[src/rtl/hall_conditioner.sv]
// hall_conditioner: synchronize, debounce and sequence-check BLDC hall inputs, measure step period
// Ports: clock/reset (sync, active-high); hall_raw async sensor bits; fault_clear clears sticky fault;
// hall_out/hall_valid debounced code; step_strobe/direction per legal step; period/period_valid
// cycles between steps; stalled when no step for 2^PERIOD_WIDTH-1 cycles; fault sticky sequence error.
module hall_conditioner #(
  parameter int FILTER_LEN   = 16,
  parameter int PERIOD_WIDTH = 16
) (
  input  logic                    clock,
  input  logic                    reset,
  input  logic [2:0]              hall_raw,
  input  logic                    fault_clear,
  output logic [2:0]              hall_out,
  output logic                    hall_valid,
  output logic                    step_strobe,
  output logic                    direction,
  output logic [PERIOD_WIDTH-1:0] period,
  output logic                    period_valid,
  output logic                    stalled,
  output logic                    fault
);
  localparam logic [PERIOD_WIDTH-1:0] PMAX    = '1;
  localparam logic [7:0]              CNT_END = 8'(FILTER_LEN - 1);
  function automatic logic [2:0] fwd(input logic [2:0] c);
    case (c)
      3'b101:  fwd = 3'b100;
      3'b100:  fwd = 3'b110;
      3'b110:  fwd = 3'b010;
      3'b010:  fwd = 3'b011;
      3'b011:  fwd = 3'b001;
      3'b001:  fwd = 3'b101;
      default: fwd = 3'b000;
    endcase
  endfunction
  function automatic logic legal(input logic [2:0] c);
    return c != 3'b000 && c != 3'b111;
  endfunction
  logic [2:0]              s1_q, s1_d, s2_q, s2_d, cand_q, cand_d, hall_q, hall_d;
  logic [7:0]              cnt_q, cnt_d;
  logic [PERIOD_WIDTH-1:0] pcnt_q, pcnt_d, period_q, period_d;
  logic                    step_q, step_d, dir_q, dir_d, pv_q, pv_d, stalled_q, stalled_d;
  logic                    fault_q, fault_d, last_ok_q, last_ok_d;
  logic                    accept, prev_ok, new_ok, is_fwd, is_rev, strobe, bad, skip, seed;
  always_comb begin
    s1_d    = hall_raw;
    s2_d    = s1_q;
    accept  = s2_q == cand_q && cnt_q == CNT_END && cand_q != hall_q;
    cand_d  = s2_q;
    cnt_d   = s2_q != cand_q ? 8'd0 : accept ? cnt_q : cnt_q + 8'(cnt_q != 8'hff);
    hall_d  = accept ? cand_q : hall_q;
    prev_ok = legal(hall_q);
    new_ok  = legal(cand_q);
    // a legal previous code is required for adjacency; fwd() of an illegal code is 000
    is_fwd  = accept && prev_ok && cand_q == fwd(hall_q);
    is_rev  = accept && prev_ok && hall_q == fwd(cand_q);
    strobe  = is_fwd | is_rev;
    bad     = accept && !new_ok;
    skip    = accept && prev_ok && new_ok && !strobe;
    seed    = accept && !prev_ok && new_ok;
    pcnt_d  = (strobe | skip | seed) ? PERIOD_WIDTH'(1) : pcnt_q + PERIOD_WIDTH'(pcnt_q != PMAX);
    step_d  = strobe;
    dir_d   = strobe ? is_fwd : dir_q;
    period_d = strobe ? pcnt_q : period_q;
    // the first step after a stall reports its period but never as valid
    pv_d    = strobe ? last_ok_q & ~stalled_q : (bad | skip | seed | pcnt_d == PMAX) ? 1'b0 : pv_q;
    stalled_d = strobe ? 1'b0 : pcnt_d == PMAX ? 1'b1 : stalled_q;
    last_ok_d = (strobe | seed) ? 1'b1 : (bad | skip) ? 1'b0 : last_ok_q;
    fault_d = bad | skip | (fault_q & ~fault_clear);
  end
  always_ff @(posedge clock) begin
    if (reset) begin
      s1_q      <= '0;
      s2_q      <= '0;
      cand_q    <= '0;
      cnt_q     <= '0;
      hall_q    <= '0;
      pcnt_q    <= '0;
      period_q  <= '0;
      step_q    <= 1'b0;
      dir_q     <= 1'b0;
      pv_q      <= 1'b0;
      stalled_q <= 1'b0;
      fault_q   <= 1'b0;
      last_ok_q <= 1'b0;
    end else begin
      s1_q      <= s1_d;
      s2_q      <= s2_d;
      cand_q    <= cand_d;
      cnt_q     <= cnt_d;
      hall_q    <= hall_d;
      pcnt_q    <= pcnt_d;
      period_q  <= period_d;
      step_q    <= step_d;
      dir_q     <= dir_d;
      pv_q      <= pv_d;
      stalled_q <= stalled_d;
      fault_q   <= fault_d;
      last_ok_q <= last_ok_d;
    end
  end
  assign hall_out     = hall_q;
  assign hall_valid   = legal(hall_q);
  assign step_strobe  = step_q;
  assign direction    = dir_q;
  assign period       = period_q;
  assign period_valid = pv_q;
  assign stalled      = stalled_q;
  assign fault        = fault_q;
endmodule

[config.mk]
export PLATFORM = sky130hd
export DESIGN_NAME = hall_conditioner
export DESIGN_NICKNAME = d
export VERILOG_FILES = /design/src/rtl/hall_conditioner.sv
export SDC_FILE = /design/constraint.sdc
export NUM_CORES = 1
export LEC_CHECK = 0
export ABC_AREA = 0
export BUFFER_PORTS_ARGS = -buffer_cell sky130_fd_sc_hd__buf_2
export CAP_MARGIN = 20
export CORE_ASPECT_RATIO = 2
export CORE_MARGIN = 3
export CORE_UTILIZATION = 45
export DETAILED_ROUTE_END_ITERATION = 7
export GPL_TIMING_DRIVEN = 0
export PLACE_DENSITY = 0.69
export SLEW_MARGIN = 0
export SYNTH_ARGS = -nofsm -noshare
export SYNTH_HDL_FRONTEND = slang
export SYNTH_SLANG_ARGS = --single-unit
[constraint.sdc]
create_clock -name clock -period 3.8 [get_ports clock]
set_input_delay 1.14 -clock clock [delete_from_list [all_inputs] [get_ports clock]]
set_output_delay 1.14 -clock clock [all_outputs]
set_load 0.05 [all_outputs]
# Word level (Yosys, flattened, before mapping)
# Index checks and enable logic that the tools add are counted.
# word_totals
in_bits	6
reg_bits	58
# op_classes
muxes	7
n_eq_ne	23
n_bitwise	12
addsub	2
reduce_logical	21
# ops
cell	n
case mux 3 bit (6 select lines)	2
equality test 3 bit (second input constant)	6
adder 16 x 1 -> 16 bit	1
equality test 16 bit (second input constant)	1
two-way mux 16 bit	1
!= test 16 bit (second input constant)	1
equality test 3 x 2 -> 1 bit (second input constant)	4
logical AND 1 bit	12
equality test 3 bit	3
adder 8 x 1 -> 8 bit	1
equality test 8 x 4 -> 1 bit (second input constant)	1
!= test 8 bit (second input constant)	1
bitwise OR 1 bit	8
equality test 3 x 1 -> 1 bit (second input constant)	2
!= test 3 bit	2
!= test 3 bit (second input constant)	2
nonzero test 3 bit	2
two-way mux 1 bit	4
nonzero test 2 bit	2
OR reduction 2 bit	2
logical NOT 1 bit	3
AND 1 bit	2
inverter 1 bit	2

# Depth between registers and ports, before layout
# Gate-level depths: netlist of run 1.
# depth
ltp_word	15
mapped_depth	13
depth_no_buf	12

# Worst setup path before layout of run 1
# Ideal clock, no wire load.
# synth_timing
path_kind	register -> output
start	register hall_q[0], in the netlist hall_out[0]
end	output hall_valid
path_buffers	2
path_stages_with_launch	5
arrival_ns	2.339
setup_slack_ns	0.321
cell_sequence	dfxtp_1 clkbuf_2 clkbuf_1 nor2_1 o21ai_0
# synth_between
elab_chain_cells	2
word_cells_on_any_way	3
cone_classes	1 x eq/ne; 2 x reduce/logical
# synth_lines
item	line_no	rtl
from (decl)	38	logic [2:0] s1_q, s1_d, s2_q, s2_d, cand_q, cand_d, hall_q, hall_d;
from (signal assigned)	90	hall_q <= hall_d;
!= test 3 bit or nonzero test 3 bit (tied branches)	36	return c != 3'b000 && c != 3'b111;
logical AND 1 bit (*)	36	
to (decl)	14	output logic hall_valid,
# Mark *: on every way between the ends. The rest lies on a longest branch, timed or not.

# Final worst setup path of run 1
# layout_timing
start	register pcnt_q[7]
end	register pv_q, in the netlist period_valid
# layout_between
elab_chain_cells	6
# layout_lines
item	line_no	rtl
from (decl)	40	logic [PERIOD_WIDTH-1:0] pcnt_q, pcnt_d, period_q, period_d;
from (signal assigned)	91	pcnt_q <= pcnt_d;
!= test 16 bit	60	pcnt_d = (strobe | skip | seed) ? PERIOD_WIDTH'(1) : pcnt_q + PERIOD_WIDTH'(pcnt_q != PMAX);
adder 16 x 1 -> 16 bit (*)	60	
two-way mux 16 bit (*)	60	
equality test 16 bit (*)	65	pv_d = strobe ? last_ok_q & ~stalled_q : (bad | skip | seed | pcnt_d == PMAX) ? 1'b0 : pv_q;
bitwise OR 1 bit (*)	65	
nonzero test 2 bit (no line) (*)	n/a	
to (signal assigned)	95	pv_q <= pv_d;
to (decl)	41	logic step_q, step_d, dir_q, dir_d, pv_q, pv_d, stalled_q, stalled_d;
# Marks and branches as above.
# A chain may end at the register's enable or synchronous reset.

==> results of run 1 <==
-- cells in the mapped netlist, types with 3 or more instances --
| cell type | count |
|---|---|
| dfxtp_1 | 58 |
| nor2_1 | 34 |
| nand2_1 | 28 |
| xor2_1 | 18 |
| a22o_1 | 16 |
| nor2b_1 | 12 |
| a21oi_1 | 11 |
| clkbuf_1 | 11 |
| nand3_1 | 11 |
| nand4_1 | 10 |
| o21ai_0 | 9 |
| and3_1 | 7 |
| xnor2_1 | 7 |
| buf_2 | 6 |
| nor4bb_1 | 6 |
| a31oi_1 | 5 |
| buf_6 | 4 |
| ha_1 | 4 |
| a211oi_1 | 3 |
| inv_1 | 3 |
| nor3_1 | 3 |
| o22ai_1 | 3 |
-- critical path, delay by kind of cell (launching register included) --
family,cells,cell delay [ps]
flip-flops,1,300
buffers and inverters,1,260
AO/OA/AOI/OAI,4,820
adder cells (fa/ha/maj),2,480
XOR/XNOR,1,170
AND/OR/NAND/NOR,5,1150
-- through the flow --
step / hold slack [ps] / cells
2_1_floorplan: 413.8 / 308
3_3_place_gp: 416.0 / 399
3_5_place_dp: 428.9 / 399
4_1_cts: 440.9 / 415
5_1_grt: 459.0 / 415
6_report: 436.5 / 415
-- worst paths after layout --
| check | startpoint | end | slack, ps |
|---|---|---|---|
| worst max register to register | pcnt_q[7] | period_valid | 510 |
| worst min-delay path | s1_q[2] | cand_d[2] | 440 |
| worst max-delay path | pcnt_q[7] | period_valid | 510 |
| worst min register to register | s1_q[2] | cand_d[2] | 440 |
-- power by group through the flow --
stage	logic [mW]	registers (mW)	clock network, mW
floorplan	0.0393	0.634	0
global placement	0.0536	0.635	0
detailed placement	0.0547	0.635	0
CTS	0.0549	0.623	0.868
global route	0.0598	0.624	0.889
finish	0.0539	0.623	0.848
-- sequential cells by signal, summed over array words and instances, names as in the netlist --
register	count
fault	1
pcnt_q	16
s1_q	3
cand_q	3
hall_out	3
direction	1
step_strobe	1
period	16
period_valid	1
cnt_q	8
last_ok_q	1
stalled	1
cand_d	3
-- cell families (layout without fill, tap and decap cells) --
group / Yosys count / count (layout) / synth area share
flops: 58 / 58 / 0.4224
buf+inv: 27 / 73 / 0.05234
fa+ha+maj: 4 / 4 / 0.01821
xor+xnor: 26 / 26 / 0.08557
simple gates: 135 / 135 / 0.2731
compound gates: 58 / 58 / 0.1484
-- per-layer routing --
metal | up-vias | GRT usage | share of wire
met5 | - | 0 | 0
met4 | 0 | 0.1056 | 0.027
met3 | 15 | 0.06527 | 0.035
met2 | 49 | 0.3564 | 0.57
met1 | 1106 | 0.1674 | 0.36
li1 | 1167 | - | -
-- final cells by class --
class	count	area, um^2
Fill cell	527	2512
Multi-Input combinational cell	223	1444
Sequential cell	58	1161
Clock buffer	10	239.0
Timing Repair Buffer	30	150.1
Buffer	24	132.6
Clock inverter	6	80.08
Tap cell	61	76.32
Inverter	3	11.26
-- cells in the final DEF, fill, tap and decap left out, types with 3 or more instances in the layout --
cell type and count:
and3_1 7, a211oi_1 3, a22o_1 16, buf_2 36, nor2_1 34, o22ai_1 3
o21ai_0 9, ha_1 4, nand2_1 28, clkinv_2 4, xnor2_1 7, clkbuf_16 9
buf_6 4, dfxtp_1 58, nor4bb_1 6, nand4_1 10, inv_1 3, a21oi_1 11
a31oi_1 5, nor3_1 3, xor2_1 18, nor2b_1 12, nand3_1 11, clkbuf_1 11
==> qor.yml, run 1 <==
placement:
  globalplace.congestion: 0.9073
  portBuffers: 30
  post-place-ws_ps: 542.1
  dp_hpwl_mm: 4.600
  dpl_cell_area_um2: 2975
floorplanning:
  coreArea_um2: 5807
  start_util: 0.4734
  die-width_um: 61.27
  row_count: 39
  dieArea_um2: 7139
  ios: 31
  die_h_um: 116.5
layout:
  fin_area_um2: 3294
  fin_nets: 359
  areaGrowthSynthToFinish_pct: 19.85
  antenna_cells: 0
  utilization: 0.5673
  layout-drive-gt1-share: 0.1893
power:
  clkPwrFrac: 0.556
  p_int_mw: 1.224
  comb_power_share: 0.035
  p_seq_frac: 0.409
  p_switching_mw: 0.3007
  leakage_nw: 1.318
  total_power_mw: 1.525
  power_density_nw_per_um2: 462.8
  vdd_drop_max_mv: 0.3752
  switching_share: 0.1972
timing:
  fmax_ghz: 0.3038
  slew_headroom: 0.6662
  worstMarginPinSlew_ps: 498.9
  post-route-min-period_ps: 3292
  layout_setup_ws_ps: 507.9
  period_share: 0.8663
  hold_viol_final: 0
  setup_violations: 0
  grt_setup_unrepaired: "no"
  finalMaxSlewViolations: 0
  fin_tns_setup_ps: 0
  clock_skew_ps: 7.135
critical_path:
  reg2reg_depth: 13
  critPathArrivalTime_ps: 3500
  crit_chain: "clkbuf_1 -> and4_1 -> nand3_1 -> nor2_1 -> nand3_1 -> ha_1 -> ha_1 -> xnor2_1 -> or3_1 -> a211oi_1 -> o211ai_1 -> a211oi_1 -> o2bb2ai_1"
  cp_slowest_cell: "or3_1"
  path_class: "reg -> reg"
  crit_required_ps: 4010
  cp-end-kind: "flip-flop"
  cp-start-kind: "flip-flop"
  critPathMaxFanout: 7
  cp_slowest_stage_delay_ps: 350
route:
  drcViolationCount: 0
  vias: 2337
  wire_per_inst_um: 14.98
  ant_nets: 0
  drtIter0Drc: 133
  via_per_inst: 5.631
  routed_wl_mm: 6.216
  drt_first_pass_iters: 4
status:
  status: "complete, no violations"
synthesis:
  synth-edff-count: 0
  yosys_most_used_dff: "dfxtp_1"
  synth_top_cell_area_share: 0.4224
  syn-cell-area_um2: 2749
  synth_area_leaders: "dfxtp_1 42%, xor2_1 5.7%, a22o_1 5.1%"
  synth_nets: 318
  yosysTopAreaCell: "dfxtp_1"
  ys_seq_area_frac: 0.4224
  yosysUniqueCellTypes: 52
  syn_avg_cell_area_um2: 8.925
  synthArstFlopShare: 0
  ys_ff_latch: 58
  synthCells: 308
  synth_warnings: 0
clock_network:
  tritoncts: "done"
  hold_buffers: 0
  clock-sinks: 58
  path_clk_slew_ps: 50
  post_cts_buffers: 0
  cts_buffers: 9
  ctsResizeCount: 0
  htreeDepth: 3
  clockRootBuffer: "clkbuf_16"
  cts_max_path_buffers: 2
  clk_latency_ps: 320
global_routing:
  antenna_found_initial: 0
  gr-total-overflow: 0
  grt_pass1_vias: 2325
  grt_pass1_wl_mm: 10.01
  track_usage: 0.1916
  grt_max_degree: 11
min_path:
  whs_path_depth: 1
  hold_path_class: "reg -> reg"
flow_run:
  drv_cap: 0
Note: power is estimated with default switching activity, not from simulation.
==> run 2, diff against run 1 <==
Settings changed: REMOVE_ABC_BUFFERS set to 1.
==> run 2 against run 1 <==
Against the previous run: clock power shrank 15%; first-iteration DRC count shrank 3.0%; setup slack gained 100 ps; combinational power shrank 21%; clock skew shrank 0.68 ps; critical path type unchanged; largest power group unchanged.
==> qor.yml, run 2 (synthesis gave the netlist of run 1 again) <==
status:
  status: "complete, no violations"
clock_network:
  post_cts_buffers: 0  # unchanged
  htreeDepth: 3  # unchanged
  ctsResizeCount: 0  # unchanged
  path_clk_slew_ps: 50  # about the same
  clk_latency_ps: 330  # about the same
  hold_buffers: 0  # unchanged
  clockRootBuffer: "clkbuf_16"
  cts_buffers: 9  # unchanged
  cts_max_path_buffers: 2  # unchanged
  tritoncts: "done"
  clock-sinks: 58  # unchanged
placement:
  dp_hpwl_mm: 4.185  # -9.0%
  globalplace.congestion: 0.8611  # -5.1%
  portBuffers: 30  # unchanged
  place_inst: 375  # -6.0%
  post-place-ws_ps: 615.1  # +72.98 ps
min_path:
  min_from: "s1_q[2]"
  hold_path_class: "reg -> reg"
power:
  power_density_nw_per_um2: 447.9  # -3.2%
  leakage_nw: 1.216  # -7.8%
  vdd_drop_max_mv: 0.3481  # -7.2%
critical_path:
  critPathArrivalTime_ps: 3390  # -110 ps
  path_class: "reg -> reg"
  critPathBufInv: 0  # -1
  cp-start-kind: "flip-flop"
  critPathMaxFanout: 7  # unchanged
  cp_slowest_stage_delay_ps: 450  # +100 ps
  crit_required_ps: 4000  # about the same
  crit_chain: "and4_1 -> nand3_1 -> nor2_1 -> nand3_1 -> ha_1 -> ha_1 -> xnor2_1 -> or3_1 -> a211oi_1 -> o211ai_1 -> a211oi_1 -> o2bb2ai_1"
  reg2reg_from: "pcnt_q[7]"
  cp-end-kind: "flip-flop"
  cp_slowest_cell: "dfxtp_1"
  path_delay_family: "simple AND/OR/NAND/NOR gates"
  crit_path_start: "pcnt_q[7]"
layout:
  fin_nets: 335  # -6.7%
  antenna_cells: 0  # unchanged
  fillers: 536  # +1.7%
  final_common_cell: "dfxtp_1"
  areaGrowthSynthToFinish_pct: 13.29
  seq_area_um2: 1161  # unchanged
  layout-drive-gt1-share: 0.1611  # -0.02817
  layoutNonFillerInstCount: 390  # -6.0%
  multiInputGateArea_um2: 1444  # unchanged
  mostFrequentLayoutCells: "58 x dfxtp_1, 34 x nor2_1, 30 x buf_2"
global_routing:
  track_usage: 0.1850  # -0.006581
  grt_pass1_wl_mm: 9.735  # -2.8%
  grt_pass1_vias: 2104  # -9.5%
  antenna_found_initial: 0  # unchanged
  gr-total-overflow: 0  # unchanged
  grt_max_degree: 23  # +12
floorplanning:
  row_count: 39  # unchanged
  dieArea_um2: 7139  # unchanged
  start_util: 0.4734  # unchanged
  die_h_um: 116.5  # unchanged
  ios: 31  # unchanged
  coreArea_um2: 5807  # unchanged
  die-width_um: 61.27  # unchanged
route:
  routed_wl_mm: 5.932  # -4.6%
  drtIter0Drc: 129  # -3.0%
  wire_per_inst_um: 15.21  # +1.5%
  via_per_inst: 5.710  # +1.4%
  drcViolationCount: 0  # unchanged
  vias: 2227  # -4.7%
  drt_first_pass_iters: 4  # unchanged
  ant_nets: 0  # unchanged
timing:
  slew_headroom: 0.6063  # -0.05986
  grt_setup_unrepaired: "no"
  post-route-min-period_ps: 3188  # -103.6 ps
  period_share: 0.8391  # -0.02726
  worstMarginPinSlew_ps: 589.7  # +90.82 ps
  layout_setup_ws_ps: 611.5  # +103.6 ps
  clock_skew_ps: 6.453  # -0.6825 ps
  fmax_ghz: 0.3136  # +3.2%
  hold_viol_final: 0  # unchanged
  fin_tns_setup_ps: 0  # unchanged
  setup_violations: 0  # unchanged
  finalMaxSlewViolations: 0  # unchanged
flow_run:
  drv_cap: 0  # unchanged
[run 2: cell count changes in the layout (fill, tap and decap cells not counted)]
cell / before / now
clkbuf_1: 11 / 1
buf_2: 36 / 30
buf_6: 4 / 0
bufinv_16: 2 / 0
buf_1: 1 / 0
buf_4: 1 / 0
clkbuf_2: 1 / 0
clkbuf_8: 1 / 2
clkinv_2: 4 / 3
[run 2: per-stage QoR]
| step | power, mW | area [um^2] | util | hold WS, ps |
|---|---|---|---|---|
| 3_5_place_dp | 0.6836 | 2843 | 0.4896 | 425.5 |
| 2_1_floorplan | 0.6665 | 2616 | - | 413.8 |
| 4_1_cts | 1.412 | 3114 | 0.5363 | 436.7 |
| 3_3_place_gp | 0.6826 | 2843 | 0.4896 | 415.2 |
| 5_1_grt | 1.439 | 3114 | 0.5363 | 446.6 |
| 6_report | 1.395 | 3114 | 0.5363 | 432.2 |
[run 2: path summary, 6_finish.rpt]
check                      end  slack (ps)  cells past startpoint
setup / recovery  period_valid         610                     12
hold / removal       cand_d[2]         430                      1
setup reg to reg  period_valid         610                     12
hold reg to reg      cand_d[2]         430                      1
[run 2: metal layers]
metal  global-route usage  up-vias  part of all wire
li1                     -     1123                 -
met1               0.1948     1054              0.39
met2               0.3175       37              0.55
met3              0.05752       13             0.032
met4              0.09407        0             0.027
met5                    0        -                 0
[run 2: final cells by class]
type	count	area share
clock buffer	12	0.08236
clock inverter	3	0.004821
inverter	3	0.003616
multi-input combinational	223	0.4636
sequential	58	0.3728
tap	61	0.02451
timing repair buffer	30	0.04821
[run 2: report_power, final]
group	switching, mW	internal (mW)
clock network	0.256	0.467
logic	0.0255	0.0169
registers	0.0105	0.618
total	0.292	1.10
